[config.mk]
export PLATFORM = sky130hd
export DESIGN_NAME = sqrt_batch_master
export DESIGN_NICKNAME = d
export VERILOG_FILES = /design/src/rtl/sqrt_batch_pkg.sv /design/src/rtl/sqrt_batch_master_poll_timer.sv /design/src/rtl/sqrt_batch_master.sv
export SDC_FILE = /design/constraint.sdc
export NUM_CORES = 1
export LEC_CHECK = 0
export CORE_ASPECT_RATIO = 0.8
export CORE_MARGIN = 2
export CORE_UTILIZATION = 34
export CTS_CLUSTER_SIZE = 12
export DETAILED_ROUTE_END_ITERATION = 10
export GPL_TIMING_DRIVEN = 0
export PLACE_DENSITY = 0.58
export SLEW_MARGIN = 10
export SYNTH_ARGS = -nofsm -noshare
export SYNTH_HDL_FRONTEND = slang
export SYNTH_HIERARCHICAL = 1
export SYNTH_SLANG_ARGS = --single-unit
export TNS_END_PERCENT = 50
[constraint.sdc]
create_clock -name clk -period 9.4 [get_ports clk]
set_clock_uncertainty 0.1 [all_clocks]
set_input_delay 0.94 -clock clk [delete_from_list [all_inputs] [get_ports clk]]
set_output_delay 0.94 -clock clk [all_outputs]
set_load 0.02 [all_outputs]
[src/rtl/sqrt_batch_pkg.sv]
// Shared types and constants for the square-root batch bus master.
// Accelerator register offsets are relative to the ACCEL_BASE parameter of the top.
package sqrt_batch_pkg;

    typedef enum logic [2:0] {
        IDLE,
        RD_SRC,
        WR_ACC,
        WAIT_BUSY,
        WAIT_IDLE,
        RD_RES,
        WR_DST,
        FINISH
    } state_t;

    localparam logic [31:0] OFF_IN   = 32'h0;
    localparam logic [31:0] OFF_RES  = 32'h4;
    localparam logic [31:0] OFF_STAT = 32'h8;
    localparam int          STAT_BIT = 0;

endpackage

[src/rtl/sqrt_batch_master_poll_timer.sv]
// Cycle counter bounding how long the master may sit in one status-poll state.
// Saturates once expired so a stuck slave cannot wrap it back to zero.
module poll_timer #(
    parameter int TIMEOUT = 64
) (
    input  logic clk,
    input  logic reset,
    input  logic clr,
    input  logic en,
    output logic expired
);

    localparam int CW = (TIMEOUT > 1) ? $clog2(TIMEOUT) : 1;

    logic [CW-1:0] cnt;

    // expired marks the TIMEOUT-th cycle spent polling
    assign expired = en && (cnt >= CW'(TIMEOUT - 1));

    always_ff @(posedge clk or posedge reset) begin
        if (reset) begin
            cnt <= '0;
        end else if (clr) begin
            cnt <= '0;
        end else if (en && !expired) begin
            cnt <= cnt + 1'b1;
        end
    end

endmodule

[src/rtl/sqrt_batch_master.sv]
// Second bus master that streams radicands through the square-root accelerator
// and writes each root back to memory without CPU involvement.
module sqrt_batch_master
    import sqrt_batch_pkg::*;
#(
    parameter logic [31:0] ACCEL_BASE = 32'h0000_0000,
    parameter int          TIMEOUT    = 64
) (
    input  logic        clk,
    input  logic        reset,
    input  logic        cmd_start,
    input  logic [31:0] cmd_src,
    input  logic [31:0] cmd_dst,
    input  logic [15:0] cmd_count,
    output logic        busy,
    output logic        done,
    output logic        err,
    output logic [15:0] processed,
    output logic        m_cs,
    output logic        m_we,
    output logic [31:0] m_addr,
    output logic [31:0] m_wdata,
    input  logic [31:0] m_rdata
);

    state_t      state, next_state;
    logic [31:0] src_ptr, dst_ptr, data_reg;
    logic [15:0] remaining;
    logic        expired, timed_out, poll_en;

    assign busy    = (state != IDLE);
    assign done    = (state == FINISH);
    assign poll_en = (state == WAIT_BUSY) || (state == WAIT_IDLE);

    // The timer restarts on every state change, so each WAIT state gets a fresh budget
    poll_timer #(.TIMEOUT(TIMEOUT)) u_timer (
        .clk     (clk),
        .reset   (reset),
        .clr     (next_state != state),
        .en      (poll_en),
        .expired (expired)
    );

    always_ff @(posedge clk or posedge reset) begin
        if (reset) begin
            state <= IDLE;
        end else begin
            state <= next_state;
        end
    end

    // Bus outputs depend only on state and registers; m_rdata only steers next_state
    always_comb begin
        next_state = state;
        timed_out  = 1'b0;
        m_cs       = 1'b0;
        m_we       = 1'b0;
        m_addr     = 32'h0;
        m_wdata    = 32'h0;
        case (state)
            IDLE: begin
                if (cmd_start) begin
                    next_state = (cmd_count == 16'd0) ? FINISH : RD_SRC;
                end
            end
            RD_SRC: begin
                m_cs       = 1'b1;
                m_addr     = src_ptr;
                next_state = WR_ACC;
            end
            WR_ACC: begin
                m_cs       = 1'b1;
                m_we       = 1'b1;
                m_addr     = ACCEL_BASE + OFF_IN;
                m_wdata    = data_reg;
                next_state = WAIT_BUSY;
            end
            WAIT_BUSY: begin
                m_cs   = 1'b1;
                m_addr = ACCEL_BASE + OFF_STAT;
                if (m_rdata[STAT_BIT]) begin
                    next_state = WAIT_IDLE;
                end else if (expired) begin
                    timed_out  = 1'b1;
                    next_state = FINISH;
                end
            end
            WAIT_IDLE: begin
                m_cs   = 1'b1;
                m_addr = ACCEL_BASE + OFF_STAT;
                if (!m_rdata[STAT_BIT]) begin
                    next_state = RD_RES;
                end else if (expired) begin
                    timed_out  = 1'b1;
                    next_state = FINISH;
                end
            end
            RD_RES: begin
                m_cs       = 1'b1;
                m_addr     = ACCEL_BASE + OFF_RES;
                next_state = WR_DST;
            end
            WR_DST: begin
                m_cs       = 1'b1;
                m_we       = 1'b1;
                m_addr     = dst_ptr;
                m_wdata    = data_reg;
                next_state = (remaining == 16'd1) ? FINISH : RD_SRC;
            end
            FINISH: begin
                next_state = IDLE;
            end
            default: begin
                next_state = IDLE;
            end
        endcase
    end

    // data_reg carries the radicand into the accelerator and later the root out to memory
    always_ff @(posedge clk or posedge reset) begin
        if (reset) begin
            src_ptr   <= 32'h0;
            dst_ptr   <= 32'h0;
            data_reg  <= 32'h0;
            remaining <= 16'h0;
            processed <= 16'h0;
            err       <= 1'b0;
        end else begin
            case (state)
                IDLE: begin
                    if (cmd_start) begin
                        src_ptr   <= cmd_src & ~32'h3;
                        dst_ptr   <= cmd_dst & ~32'h3;
                        remaining <= cmd_count;
                        processed <= 16'h0;
                        err       <= 1'b0;
                    end
                end
                RD_SRC, RD_RES: begin
                    data_reg <= m_rdata;
                end
                WAIT_BUSY, WAIT_IDLE: begin
                    if (timed_out) begin
                        err <= 1'b1;
                    end
                end
                WR_DST: begin
                    src_ptr   <= src_ptr + 32'd4;
                    dst_ptr   <= dst_ptr + 32'd4;
                    processed <= processed + 16'd1;
                    remaining <= remaining - 16'd1;
                end
                default: begin
                end
            endcase
        end
    end

endmodule
Word-level counts from Yosys, hierarchy flattened
Cells that the tools add are included.
{"block": "op_classes", "addsub": 5, "magnitude_cmp": 1, "n_eq_ne": 11, "muxes": 28, "n_reduce_logical": 16}
{"operator": "32-bit case mux with 2 select lines", "n": 2}
{"operator": "32-bit case mux with 4 select lines", "n": 1}
{"operator": "32-bit 2-to-1 mux", "n": 3}
{"operator": "32-bit by 3-bit adder with 32-bit output, second input constant", "n": 2}
{"operator": "16-bit case mux with 2 select lines", "n": 2}
{"operator": "16-bit 2-to-1 mux", "n": 2}
{"operator": "3-bit case mux with 8 select lines", "n": 1}
{"operator": "3-bit 2-to-1 mux", "n": 6}
{"operator": "16-bit by 1-bit adder with 16-bit output, second input constant", "n": 1}
{"operator": "16-bit by 1-bit == test with 1-bit output, second input constant", "n": 1}
{"operator": "16-bit zero test", "n": 1}
{"operator": "16-bit by 1-bit subtractor with 16-bit output, second input constant", "n": 1}
{"operator": "3-bit == test, second input constant", "n": 4}
{"operator": "6-bit 2-to-1 mux", "n": 2}
{"operator": "1-bit 2-to-1 mux", "n": 7}
{"operator": "6-bit by 1-bit adder with 6-bit output, second input constant", "n": 1}
{"operator": "3-bit by 2-bit == test with 1-bit output, second input constant", "n": 2}
{"operator": "6-bit greater-or-equal comparator, second input constant", "n": 1}
{"operator": "2-bit nonzero test", "n": 3}
{"operator": "2-bit OR reduction", "n": 3}
{"operator": "6-bit OR reduction", "n": 1}
{"operator": "1-bit case mux with 2 select lines", "n": 2}
{"operator": "3-bit by 1-bit == test with 1-bit output, second input constant", "n": 1}
{"operator": "3-bit zero test", "n": 1}
{"operator": "other kinds (9)", "n": 10}
{"block": "word_totals", "regBits": 138, "out_inout_bits": 85, "elab_cells": 69}

Logic depth before layout (Yosys ltp)
{"block": "depth", "ltp_word": 8, "depth_mapped": 12}

Cells and area by module
Netlist, hierarchy kept.
{"module": "sqrt_batch_master", "instances": 1, "cells_each": 777, "area_each_um2": 7155.6, "seq_area_each_um2": 3203.1}
{"module": "poll_timer", "instances": 1, "cells_each": 40, "area_each_um2": 386.6, "seq_area_each_um2": 150.1}

Worst setup path after synthesis
OpenSTA, ideal clock, no wires.
{"block": "synth_path", "path_kind": "register to output", "start": "register state[1]", "end": "output m_addr[26]", "t_arrival_ps": 1832, "slack_ps": 6528, "stages_incl_launch_ff": 9, "n_path_buf": 4, "path_cell_list": "dfrtp_1 > buf_2 > nor2b_1 > clkbuf_1 > and2_1 > clkbuf_1 > buf_1 > nand2_1 > o21ai_0"}
{"block": "synth_via", "elab_chain_cells": 3}
{"element": "start: declaration", "line_no": "sqrt_batch_master.sv:26", "text": "state_t state, next_state;"}
{"element": "start signal: assignment", "line_no": "sqrt_batch_master.sv:48", "text": "state <= next_state;"}
{"element": "3-bit by 2-bit == test with 1-bit output or 3-bit == test (tied branches)", "line_no": "sqrt_batch_master.sv:60", "text": "case (state)"}
{"element": "2-bit OR reduction (no source line)"}
{"element": "32-bit case mux with 4 select lines *", "line_no": "sqrt_batch_master.sv:60"}
{"element": "end: declaration", "line_no": "sqrt_batch_master.sv:21", "text": "output logic [31:0] m_addr,"}
Every way passes the cells marked *; elsewhere a longest branch is shown, timed or not.

Final worst setup path
{"block": "layout_path", "start": "register state[2]", "end": "output m_addr[26]"}
The elaborated chain is that of the path after synthesis.

==> run summary <==
Synthesized area per cell: 9.232 sq um
Busiest grt layer: met1
Largest area contributor in the netlist: dfrtp_1
RD Place Congestion: 0.8829
P_sw: 1.405 mW
Kind of critical path: reg -> out
Gr usage total: 23.75%
Share of the yosys chip area belonging to registers: 44.46%
Synth top area share: 44.46%
Worst R2R Setup Slack: 6150 ps
Synthesized flop and latch total: 134
Routed WL per cell: 20.42 microns
Final Cell Area: 0.01046 sq mm
Setup-failing EPs final: 0
Antenna Nets Post-Route: 0
Hpwl dp: 19900 microns
EDFF count, synth: 0
Peak VDD IR: 0.1499 mV
Post-synth ARST share: 100.0%
RR Endpoint: u_timer/cnt[1]$_DFFE_PP0P_
Hold Buf Count CTS: 0
Met3 usage: 5.027%
Status: completed
Synthesis warning total: 6
Final Net Count: 1151
Synthesized cell area: 0.007542 sq mm
Worst path required time: 8360 ps
Ant. Diodes: 0
Switching share of total power: 42.85%
Num CTS Buffers: 17
RSZ-0062 raised after global routing: false
Largest net degree at the start of global routing: 69
Cell count after synthesis: 817
Hold path depth: 1
Worst-Skew Late Latency: 420 ps
Vias in the first global route: 7106
CP startpoint kind: register
TritonCTS clock tree: built
Share of layout cells above drive strength 1: 9.588%
Worst EP arrival: 3800 ps
Reg2Reg Depth: 12
Max-cap violations: 0
Reg-to-reg critical path startpoint: state[0]$_DFF_PP0_
Largest register FFs: 32
Chip height: 137.2 microns
Grt ovf: 0
Pre-antenna DRT Iters: 5
Initial antenna violation count: 0
Hold WC Path Type: reg -> reg
Port Buffers: 192
Hold path startpoint: processed[15]$_DFFE_PP0P_
Top_reg_cell synth: dfrtp_1
Actual slew at the worst max-slew pin: 1019 ps
PwrDens: 313.5 mW/mm^2
# IOs: 200
Sequential share of power: 32.5%
Iter 0 DRT Violations: 849
Clock-pin slew on the worst setup and hold paths: 70 ps
Pins over their slew limit: 0
DR vias: 7603
Most numerous cell in the Yosys netlist: dfrtp_1
Starting Density: 34.79%
CTS resizes: 0
Final number of hold-violating endpoints: 0
Slew headroom: 31.41%
Row count: 48
Sink of the worst hold path: processed[15]$_DFFE_PP0P_
Clock sinks: 134
Post-CTS Repair Setup Buffers: 0
Most area-consuming cells after synthesis: dfrtp_1 44%, nand2_1 5.0%, mux2_2 4.9%
Count of different cell masters after synthesis: 69
Die Wd: 170.5 microns
Crit Path Max Fanout: 10
Synth-to-layout area growth: 38.62%
DRT Wirelength: 27420 microns
# DRC: 0
Final Critical Period: 4838 ps
Crit. End Element: output port
Met2 usage: 34.84%
F_max: 206.7 MHz
Gate power share: 47.2%
Sum Neg Setup Slack: 0 ps
Core Area: 0.02168 sq mm
DR vias/cell: 5.661
DP Area: 0.009876 sq mm
Die Footprint: 0.02340 sq mm
Share of total power in the clock network: 20.3%
Grt met1 use: 35.11%
Fin crit share: 51.47%
H-tree levels: 4
Max clock buf depth: 2
Clock Root Buffer: clkbuf_16
First-pass GRT wire length: 41720 microns
Top cells by count, synth: 134 x dfrtp_1, 101 x nand2_1, 56 x nand3_1
LEAKAGE: 4.112 nW
Critical path origin: state[2]$_DFF_PP0_
Int Power: 1.873 mW
## per-stage QoR
step                      cells  power (mW)  setup slack (ps)  util [%]  hold slack, ps
after CTS                  1343       3.275              4617     48.22           384.1
after detailed placement   1311       2.602              5054     45.55           368.5
after global placement     1310       2.579              2660     45.40           365.5
final                      1343       3.278              4562     48.22           376.9
after global routing       1343       3.485              4517     48.22           408.0
after floorplan             818       1.957              4947         -           372.1
## power by group through the flow
stage | sequential (mW) | combinational [mW] | clock [mW]
global route | 1.10 | 1.68 | 0.706
detailed placement | 1.06 | 1.54 | 0
finish | 1.07 | 1.55 | 0.665
floorplan | 0.996 | 0.961 | 0
CTS | 1.06 | 1.54 | 0.676
global placement | 1.06 | 1.52 | 0
## kinds of logic after synthesis
group,after synthesis,synth area share [%]
multiplexers,43,6.254
adder cells (fa/ha/maj),6,0.9953
other,1,0.04972
flip-flops,134,44.46
buffers and inverters,72,4.048
AND/OR/NAND/NOR,361,24.80
AO/OA/AOI/OAI,195,18.81
XOR/XNOR,5,0.5806
## cells in the final DEF (no fill, tap or decap), types with 4 or more instances in the layout
| cell type | instances |
|---|---|
| clkdlybuf4s50_1 | 192 |
| dfrtp_1 | 134 |
| nand2_1 | 101 |
| nand3_1 | 56 |
| nor2_1 | 53 |
| o21ai_0 | 36 |
| clkbuf_1 | 35 |
| and2_1 | 35 |
| mux2_2 | 33 |
| o211ai_1 | 29 |
| a22o_1 | 25 |
| nand4_1 | 22 |
| and3_1 | 20 |
| a21oi_1 | 19 |
| nor3_1 | 17 |
| clkbuf_16 | 17 |
| inv_1 | 12 |
| o311ai_0 | 12 |
| buf_2 | 11 |
| nor4_1 | 11 |
| a311oi_1 | 11 |
| mux2i_1 | 10 |
| a211oi_1 | 10 |
| a31oi_1 | 9 |
| buf_1 | 7 |
| nor3b_1 | 7 |
| inv_6 | 7 |
| o22ai_1 | 6 |
| ha_1 | 6 |
| nor2b_1 | 5 |
| clkinvlp_4 | 5 |
| xor2_1 | 4 |
| o31ai_1 | 4 |
| a221o_1 | 4 |
## worst max-delay path by stage
stage / to / slack [ps] / cells after the start
2_1_floorplan: data_reg[0]$_DFFE_PP0P_ / 4950 / 1
3_3_place_gp: src_ptr[24]$_DFFE_PP0P_ / 2660 / 2
3_5_place_dp: m_addr[26] / 5050 / 7
4_1_cts: m_addr[26] / 4620 / 7
5_1_grt: m_addr[26] / 4520 / 7
6_report: m_addr[26] / 4560 / 7
## worst max-delay path: stages (launching register included)
cell and delay, ps:
dfrtp_1 350, buf_2 160, nand3b_1 300, clkbuf_1 540
clkbuf_1 570, buf_1 610, o21ai_0 240, clkdlybuf4s50_1 590
## layer usage
metal,wire [microns],vias up
met5,121,-
met3,2482,41
met4,512,2
met2,11660,379
li1,-,3490
met1,12650,3691
## layout make-up
type	instances	area, sq um
inverter	13	53.80
buffer	59	256.5
timing repair buffer	193	1949
multi-input combinational	612	3887
clock inverter	14	140.1
sequential	134	3353
clock buffer	18	439.2
fill	2107	11230
tap	300	375.4
(Power assumes the default switching activity.)
